`config.mk`:
```
export PLATFORM = sky130hd
export DESIGN_NAME = ieee_adder_normalize_flat
export DESIGN_NICKNAME = d
export VERILOG_FILES = /design/src/rtl/ieee_adder_normalize_pkg.sv /design/src/rtl/ieee_adder_normalize_if.sv /design/src/rtl/ieee_adder_normalize_round.sv /design/src/rtl/ieee_adder_normalize.sv /design/src/flat_wrapper.sv
export SDC_FILE = /design/constraint.sdc
export NUM_CORES = 1
export LEC_CHECK = 0
export BUFFER_PORTS_ARGS = -buffer_cell sky130_fd_sc_hd__buf_2
export CORE_MARGIN = 8
export CORE_UTILIZATION = 45
export DETAILED_ROUTE_END_ITERATION = 10
export HOLD_SLACK_MARGIN = 0.06
export PLACE_DENSITY_LB_ADDON = 0.12
export SYNTH_ARGS = -nofsm -noshare
export SYNTH_HDL_FRONTEND = slang
export SYNTH_SLANG_ARGS = --single-unit
```
`constraint.sdc`:
```
create_clock -name clk -period 6.34 [get_ports clk]
set_input_delay 0.634 -clock clk [delete_from_list [all_inputs] [get_ports clk]]
set_output_delay 0.634 -clock clk [all_outputs]
set_load 0.05 [all_outputs]
```
`src/rtl/ieee_adder_normalize_pkg.sv`:
```
// ieee_adder_normalize_pkg: shared widths, number/exponent/significand types, FSM state encoding and the all-ones exponent
package ieee_adder_normalize_pkg;
  localparam int EXP_WIDTH = 8;
  localparam int FRAC_WIDTH = 23;
  localparam int GUARD_BITS = 3;
  localparam int SIG_WIDTH = FRAC_WIDTH + GUARD_BITS + 2;
  localparam int NUM_WIDTH = 1 + EXP_WIDTH + FRAC_WIDTH;
  localparam int HIDDEN = FRAC_WIDTH + GUARD_BITS;
  typedef logic [NUM_WIDTH-1:0] number_t;
  typedef logic [EXP_WIDTH-1:0] expo_t;
  typedef logic [SIG_WIDTH-1:0] signif_t;
  typedef logic [FRAC_WIDTH-1:0] frac_t;
  localparam expo_t EXP_ONES = '1;
  typedef enum logic [1:0] {IDLE, SHIFT, ROUND, DONE} state_t;
endpackage

```
`src/rtl/ieee_adder_normalize_if.sv`:
```
// ieee_adder_normalize_if: raw-sum input handshake (valid/ready, sign, exponent, significand) and packed-result output handshake (valid/ready, number, overflow, inexact)
interface ieee_adder_normalize_if;
  import ieee_adder_normalize_pkg::*;
  logic in_valid;
  logic in_ready;
  logic in_sign;
  expo_t in_exponent;
  signif_t in_significand;
  logic out_valid;
  logic out_ready;
  number_t out_number;
  logic out_overflow;
  logic out_inexact;
  modport master (
    output in_valid, in_sign, in_exponent, in_significand, out_ready,
    input in_ready, out_valid, out_number, out_overflow, out_inexact
  );
  modport slave (
    input in_valid, in_sign, in_exponent, in_significand, out_ready,
    output in_ready, out_valid, out_number, out_overflow, out_inexact
  );
endinterface

```
`src/rtl/ieee_adder_normalize_round.sv`:
```
// ieee_adder_round: combinational rounding of a normalized 27-bit significand (hidden, fraction, guard) and exponent into fraction/exponent/overflow/inexact; IEEE_ADDER_ROUND_NEAREST_EN selects round-to-nearest-even, else truncate
module ieee_adder_round
  import ieee_adder_normalize_pkg::*;
(
  input  logic [SIG_WIDTH-2:0] significand,
  input  expo_t                exponent,
  output frac_t                fraction,
  output expo_t                exponent_out,
  output logic                 overflow,
  output logic                 inexact
);
  logic inc;
  logic [FRAC_WIDTH:0] sum;
  expo_t base;
`ifdef IEEE_ADDER_ROUND_NEAREST_EN
  assign inc = significand[GUARD_BITS-1] & (significand[GUARD_BITS-2] | significand[0] | significand[GUARD_BITS]);
`else
  assign inc = 1'b0;
`endif
  assign sum = {1'b0, significand[HIDDEN-1:GUARD_BITS]} + {{FRAC_WIDTH{1'b0}}, inc};
  assign base = significand[HIDDEN] ? exponent : '0;
  assign exponent_out = base + {{(EXP_WIDTH-1){1'b0}}, sum[FRAC_WIDTH]};
  assign fraction = sum[FRAC_WIDTH-1:0];
  assign overflow = exponent_out == EXP_ONES;
  assign inexact = |significand[GUARD_BITS-1:0];
endmodule

```
`src/rtl/ieee_adder_normalize.sv`:
```
// ieee_adder_normalize: multi-cycle normalize/round FSM (clk, reset, bus slave) turning a raw adder sum into an IEEE single; rounding mode via IEEE_ADDER_ROUND_NEAREST_EN
module ieee_adder_normalize
  import ieee_adder_normalize_pkg::*;
(
  input logic clk,
  input logic reset,
  ieee_adder_normalize_if.slave bus
);
  state_t state;
  logic sign;
  logic [SIG_WIDTH-2:0] sig;
  expo_t exp_w;
  expo_t eff;
  expo_t einc;
  logic [SIG_WIDTH-2:0] rsh;
  frac_t r_frac;
  expo_t r_exp;
  logic r_ovf;
  logic r_inx;
  assign eff = bus.in_exponent == '0 ? expo_t'(1) : bus.in_exponent;
  assign einc = eff + expo_t'(1);
  assign rsh = bus.in_significand[SIG_WIDTH-1:1] | {{(SIG_WIDTH-2){1'b0}}, bus.in_significand[0]};
  assign bus.in_ready = state == IDLE && !reset;
  ieee_adder_round u_round (
    .significand(sig),
    .exponent(exp_w),
    .fraction(r_frac),
    .exponent_out(r_exp),
    .overflow(r_ovf),
    .inexact(r_inx)
  );
  always_ff @(posedge clk) begin
    if (reset) begin
      state <= IDLE;
      bus.out_valid <= 1'b0;
      bus.out_number <= '0;
      bus.out_overflow <= 1'b0;
      bus.out_inexact <= 1'b0;
    end else begin
      case (state)
        IDLE: if (bus.in_valid) begin
          sign <= bus.in_sign;
          sig <= bus.in_significand[SIG_WIDTH-2:0];
          exp_w <= eff;
          bus.out_overflow <= 1'b0;
          bus.out_inexact <= 1'b0;
          state <= SHIFT;
          if (bus.in_exponent == EXP_ONES) begin
            bus.out_number <= {bus.in_sign, EXP_ONES, bus.in_significand[HIDDEN-1:GUARD_BITS]};
            bus.out_valid <= 1'b1;
            state <= DONE;
          end else if (bus.in_significand == '0) begin
            bus.out_number <= {bus.in_sign, {(NUM_WIDTH-1){1'b0}}};
            bus.out_valid <= 1'b1;
            state <= DONE;
          end else if (bus.in_significand[SIG_WIDTH-1]) begin
            sig <= rsh;
            exp_w <= einc;
            if (einc == EXP_ONES) begin
              bus.out_number <= {bus.in_sign, EXP_ONES, {FRAC_WIDTH{1'b0}}};
              bus.out_overflow <= 1'b1;
              bus.out_inexact <= 1'b1;
              bus.out_valid <= 1'b1;
              state <= DONE;
            end
          end
        end
        SHIFT: if (sig[HIDDEN] || exp_w == expo_t'(1)) begin
          state <= ROUND;
        end else begin
          sig <= sig << 1;
          exp_w <= exp_w - expo_t'(1);
        end
        ROUND: begin
          bus.out_number <= r_ovf ? {sign, EXP_ONES, {FRAC_WIDTH{1'b0}}} : {sign, r_exp, r_frac};
          bus.out_overflow <= r_ovf;
          bus.out_inexact <= r_inx;
          bus.out_valid <= 1'b1;
          state <= DONE;
        end
        DONE: if (bus.out_ready) begin
          bus.out_valid <= 1'b0;
          state <= IDLE;
        end
      endcase
    end
  end
endmodule

```
`src/flat_wrapper.sv`:
```
// flat-port wrapper written by rule: the top's interface ports become plain ports
module ieee_adder_normalize_flat import ieee_adder_normalize_pkg::*;
  (clk, reset, bus_in_valid, bus_in_sign, bus_in_exponent, bus_in_significand, bus_out_ready, bus_in_ready, bus_out_valid, bus_out_number, bus_out_overflow, bus_out_inexact);
  ieee_adder_normalize_if bus_i ();
  input logic clk;
  input logic reset;
  input wire logic [$bits(bus_i.in_valid)-1:0] bus_in_valid;
  input wire logic [$bits(bus_i.in_sign)-1:0] bus_in_sign;
  input wire logic [$bits(bus_i.in_exponent)-1:0] bus_in_exponent;
  input wire logic [$bits(bus_i.in_significand)-1:0] bus_in_significand;
  input wire logic [$bits(bus_i.out_ready)-1:0] bus_out_ready;
  output wire logic [$bits(bus_i.in_ready)-1:0] bus_in_ready;
  output wire logic [$bits(bus_i.out_valid)-1:0] bus_out_valid;
  output wire logic [$bits(bus_i.out_number)-1:0] bus_out_number;
  output wire logic [$bits(bus_i.out_overflow)-1:0] bus_out_overflow;
  output wire logic [$bits(bus_i.out_inexact)-1:0] bus_out_inexact;
  assign bus_i.in_valid = bus_in_valid;
  assign bus_i.in_sign = bus_in_sign;
  assign bus_i.in_exponent = bus_in_exponent;
  assign bus_i.in_significand = bus_in_significand;
  assign bus_i.out_ready = bus_out_ready;
  assign bus_in_ready = bus_i.in_ready;
  assign bus_out_valid = bus_i.out_valid;
  assign bus_out_number = bus_i.out_number;
  assign bus_out_overflow = bus_i.out_overflow;
  assign bus_out_inexact = bus_i.out_inexact;
  ieee_adder_normalize u_core (.clk(clk), .reset(reset), .bus(bus_i));
endmodule
```
Word-level counts from Yosys, hierarchy flattened
Cells that the tools add are included.
{ "totals": {"wordCells": 84, "in_bits": 41, "regBits": 73} }
{ "classes": {"n_mux": 43, "n_reduce_logical": 16, "n_eq_ne": 13, "bitwise_logic": 2, "add_sub_neg": 2} }
{ "op_table": {"columns": ["cell", "n"], "rows": [
  ["$mux 32", 5],
  ["$mux 27", 5],
  ["$pmux 32 s2", 1],
  ["$mux 8", 7],
  ["$pmux 27 s2", 1],
  ["$mux 31", 1],
  ["$logic_not 28->1", 1],
  ["$or 27x1->27", 1],
  ["$eq 8x8->1 const B", 3],
  ["$pmux 8 s2", 1],
  ["$mux 2", 7],
  ["$mux 1", 11],
  ["$add 8x1->8 const B", 1],
  ["$eq 8x1->1 const B", 1],
  ["$logic_not 8->1", 1],
  ["$ne 4x4->1 const B", 2],
  ["$pmux 2 s4", 1],
  ["$reduce_and 4->1", 2],
  ["$sub 8x1->8 const B", 1],
  ["$ne 2x2->1 const B", 3],
  ["$reduce_and 3->1", 2],
  ["$reduce_and 5->1", 1],
  ["$eq 2x2->1 const B", 2],
  ["$pmux 1 s2", 2],
  ["12 further kinds", 13]
]} }

Longest topological paths before layout
{ "logic_depth": {"depth_word": 10, "ltp_mapped": 8} }

Cells and area by module
Synthesis repeated with hierarchy kept, for this count alone.
{ "unflattened": {"hier_cells": 425, "hier_area_um2": 4226.6} }
{ "by_module_without_submodules": {"columns": ["module", "area_per_inst_um2", "cells_per_inst", "instances"], "rows": [
  ["ieee_adder_normalize", 3963.8, 389, 1],
  ["ieee_adder_round", 262.8, 36, 1]
]} }

Worst setup path after synthesis
No wires, ideal clock.
{ "synth_timing": {"path_kind": "register to register", "start": "register u_core.state[1]", "end": "register u_core.exp_w[0], enable pin", "period_less_slack_ns": 4.258, "arrival_ns": 3.773, "slack_ns": 2.082, "path_stages_with_launch": 6, "setup_time_ns": 0.485, "n_path_buf": 0, "cell_sequence": "dfxtp_1 > inv_1 > ha_1 > inv_1 > a311o_1 > a221oi_1"} }
{ "synth_via": {"elab_chain_cells": 3, "elab_cells_between_ends": 6, "classes_between": "3 x eq/ne; 3 x reduce/logical"} }
{ "synth_rtl": {"columns": ["element", "line_no", "text"], "rows": [
  ["start, declared", "ieee_adder_normalize.sv:9", "state_t state;"],
  ["start signal, assigned", "ieee_adder_normalize.sv:34", "state <= IDLE;"],
  ["start signal, assigned", "ieee_adder_normalize.sv:47", "state <= SHIFT;"],
  ["start signal, assigned", "ieee_adder_normalize.sv:51", "state <= DONE;"],
  ["$eq 2x1->1 or $logic_not 2->1 (tied branches)", "ieee_adder_normalize.sv:40", "case (state)"],
  ["$ne 2x2->1 (no source line) or $reduce_bool 2->1 (tied branches)", null, null],
  ["$reduce_and 4->1 (no source line) (*)", null, null],
  ["end signal, assigned", "ieee_adder_normalize.sv:58", "exp_w <= einc;"],
  ["end signal, assigned", "ieee_adder_normalize.sv:72", "exp_w <= exp_w - expo_t'(1);"],
  ["end, declared", "ieee_adder_normalize.sv:12", "expo_t exp_w;"]
]} }
Mark *: on every way between the ends. The rest lies on a longest branch, timed or not.
A chain may end at the register's enable or synchronous reset.

Final worst setup path
{ "layout_timing": {"start": "register u_core.state[1]", "end": "register u_core.exp_w[5], enable pin"} }
Same word-level chain as after synthesis.

==> results.py <==
metrics = {
    "clocking": {
        "cts.sinks": 73,
        "tritoncts": "built",
        "path_clk_slew_ps": 80,
        "postCtsSetupRepairBufs": 0,
        "cts-resized-gates": 0,
        "htreeDepth": 3,
        "cts_buffer_depth": 2,
        "root_buffer": "clkbuf_8",
        "numCtsBuffers": 9,
        "ctsHoldBuffers": 0,
        "clock_latency_ps": 340,
    },
    "power_and_ir_drop": {
        "power_leakage_nw": 1.69,
        "ir_worst_vdd_v": 0.000237,
        "power.density_nw_per_um2": 517,
    },
    "grt": {
        "track_usage_pct": 18.4,
        "grt_start_max_net_pins": 70,
        "antenna_found_initial": 0,
        "grt_pass1_vias": 3343,
        "gr-total-overflow": 0,
        "grt_pass1_wl_um": 17400,
    },
    "routing": {
        "post_drt_via_cell_ratio": 5.96,
        "first_pass_iters": 4,
        "wl_per_cell_um": 19.0,
        "drc": 0,
        "first_iter_violations": 175,
        "wl_um": 10800,
        "postRouteAntennaNets": 0,
        "vias": 3402,
    },
    "yosys": {
        "synth-edff-count": 36,
        "yosys.area_share.simple_pct": 11.8,
        "yosysUniqueCellTypes": 46,
        "ys.warnings.count": 0,
        "synth_top_family_by_area": "compound AO/OA/AOI/OAI gates",
        "synthMuxAreaShare_pct": 7.42,
        "syn-num-nets": 447,
        "ys_ff_latch": 73,
        "synth_compound_area_share_pct": 24.8,
        "syn_area_um2": 3930,
        "synth_fa_ha_area_share_pct": 1.91,
        "ys.flop_type": "dfxtp_1",
        "synthCells": 400,
        "avgSynthCellArea_um2": 9.82,
        "async_reset_ff_share_pct": 0,
        "seq_area_frac_synth_pct": 46.4,
        "synthXorXnorAreaFrac_pct": 2.45,
    },
    "sta": {
        "finClkSkew_ps": 12.8,
        "min_period_ps": 3490,
        "rsz0062_at_grt": "no",
        "hold_slack_ps": 480,
        "drv_slew": 0,
        "fin_setup_tns_ps": 0,
        "tightest_slew_ps": 1210,
        "finalHoldViolations": 0,
        "setup_viol": 0,
        "finalCritPeriodShare_pct": 55.0,
        "fmax_mhz": 287,
        "maxSlewHeadroom_pct": 19.6,
    },
    "run": {
        "maxCapViolCount": 0,
    },
    "placed_design": {
        "routabilityCongestion": 0.808,
        "port_buffers": 76,
        "placed_area_um2": 4330,
        "dpl.hpwl_um": 7620,
    },
    "floorplanning": {
        "core_um2": 8590,
        "die_h_um": 109,
        "rows": 34,
        "ios": 77,
        "start_util_pct": 45.7,
        "fp.dieArea_um2": 12000,
        "die_width_um": 109,
    },
    "critical_path": {
        "critPathLaunchType": "register",
        "reg2reg_slack_ps": 2850,
        "slowest_delay_ps": 910,
        "r2r_end": "u_core.exp_w[5]",
        "arrival_ps": 3510,
        "cp_max_fo": 69,
        "worst-setup-path-type": "register to register",
        "r2r_start": "u_core.state[1]",
        "critical_path_required_ps": 6360,
        "crit_path_end_kind": "register",
        "crit_top_cell": "inv_1",
        "slowest_stage": "ha_2",
        "crit_chain": "inv_1, ha_2, inv_1, a311o_1, a221oi_4, buf_4",
        "rr_worst_depth": 6,
    },
    "finish": {
        "antennaDiodeCount": 0,
        "final_cell_mix": "buf_2, nand2_1, a21oi_1",
        "fin_area_um2": 4510,
        "drive_gt1_share_pct": 22.9,
        "final_common_cell": "buf_2",
        "utilization_pct": 52.5,
        "finalNetCount": 505,
        "area_growth_pct": 14.8,
    },
    "worst_hold_path": {
        "hold_path_end": "u_core.sign",
        "min_from": "bus_in_sign",
        "hold_path_depth": 1,
        "hold_path.class": "primary input to register",
    },
    "run_status": {
        "status": "finished, final reports clean",
    },
}
power breakdown:
| group | internal, W | switching [W] |
|---|---|---|
| sequential | 0.000735 | 0.000118 |
| combinational | 0.000306 | 0.000834 |
| clock | 0.000165 | 0.000176 |
| total | 0.00121 | 0.00113 |
metrics by stage:
stage | cells | setup slack [ps] | total power (W)
2_1_floorplan | 400 | 2080 | 0.00171
3_3_place_gp | 555 | 2930 | 0.00199
3_5_place_dp | 555 | 2860 | 0.00200
4_1_cts | 571 | 2840 | 0.00234
5_1_grt | 571 | 2540 | 0.00248
6_report | 571 | 2850 | 0.00233
critical path: cells and delay by family, from the launching register on:
family / cells / cell delay (ps)
compound gates: 2 / 1110
fa+ha+maj: 1 / 910
buf+inv: 3 / 790
flops: 1 / 330
worst max-delay path by stage:
stage	cells after the start	to	from	slack (ps)
after floorplan	5	u_core.exp_w[0]	u_core.state[1]	2080
after detailed placement	6	u_core.sig[19]	u_core.state[1]	2860
after CTS	6	u_core.sig[18]	u_core.state[1]	2840
after global routing	6	u_core.exp_w[7]	u_core.state[1]	2540
final	6	u_core.exp_w[5]	u_core.state[1]	2850
after global placement	6	u_core.sig[18]	u_core.state[1]	2930
per-layer routing:
| layer | vias to the layer above | global-route usage, % | part of all wire [%] |
|---|---|---|---|
| met4 | 0 | 6.85 | 1.6 |
| met1 | 1649 | 26.2 | 50 |
| li1 | 1646 | - | - |
| met3 | 15 | 3.75 | 5.2 |
| met5 | - | 0 | 0 |
| met2 | 92 | 26.7 | 43 |
state kept, by name (all words and copies together) (netlist names):
signal and cells:
u_core.bus.out_inexact 1, u_core.bus.out_number 32, u_core.bus.out_overflow 1, u_core.bus.out_valid 1, u_core.exp_w 8, u_core.sig 27
u_core.sign 1, u_core.state 2
logic make-up after synthesis:
family	Yosys count
AO/OA/AOI/OAI	145
XOR/XNOR	11
adder cells (fa/ha/maj)	6
buffers and inverters	44
flip-flops	73
multiplexers	29
AND/OR/NAND/NOR	92
area by class of cell:
| class | count | area (µm²) |
|---|---|---|
| Sequential cell | 73 | 1820 |
| Multi-Input combinational cell | 283 | 1920 |
| Inverter | 11 | 41.3 |
| Fill cell | 833 | 4080 |
| Clock buffer | 11 | 153 |
| Timing Repair Buffer | 80 | 410 |
| Tap cell | 108 | 135 |
| Clock inverter | 5 | 27.5 |
Yosys cell counts, drive strengths merged (3+ instances only):
library cell | instances | area [µm²]
a32oi | 23 | 201
nand2 | 47 | 176
o31ai | 5 | 56.3
a21oi | 41 | 205
nor2 | 13 | 48.8
buf | 14 | 95.1
xnor2 | 5 | 43.8
a311oi | 8 | 70.1
nand3 | 3 | 27.5
inv | 11 | 41.3
nand4 | 4 | 40.0
dfxtp | 37 | 741
xor2 | 6 | 52.6
edfxtp | 36 | 1080
o21ai | 34 | 170
or3 | 4 | 25.0
a211oi | 26 | 200
ha | 6 | 75.1
clkbuf | 19 | 71.3
nor3 | 4 | 20.0
mux2i | 28 | 280
nor4 | 10 | 77.6
(Power assumes the default switching activity.)
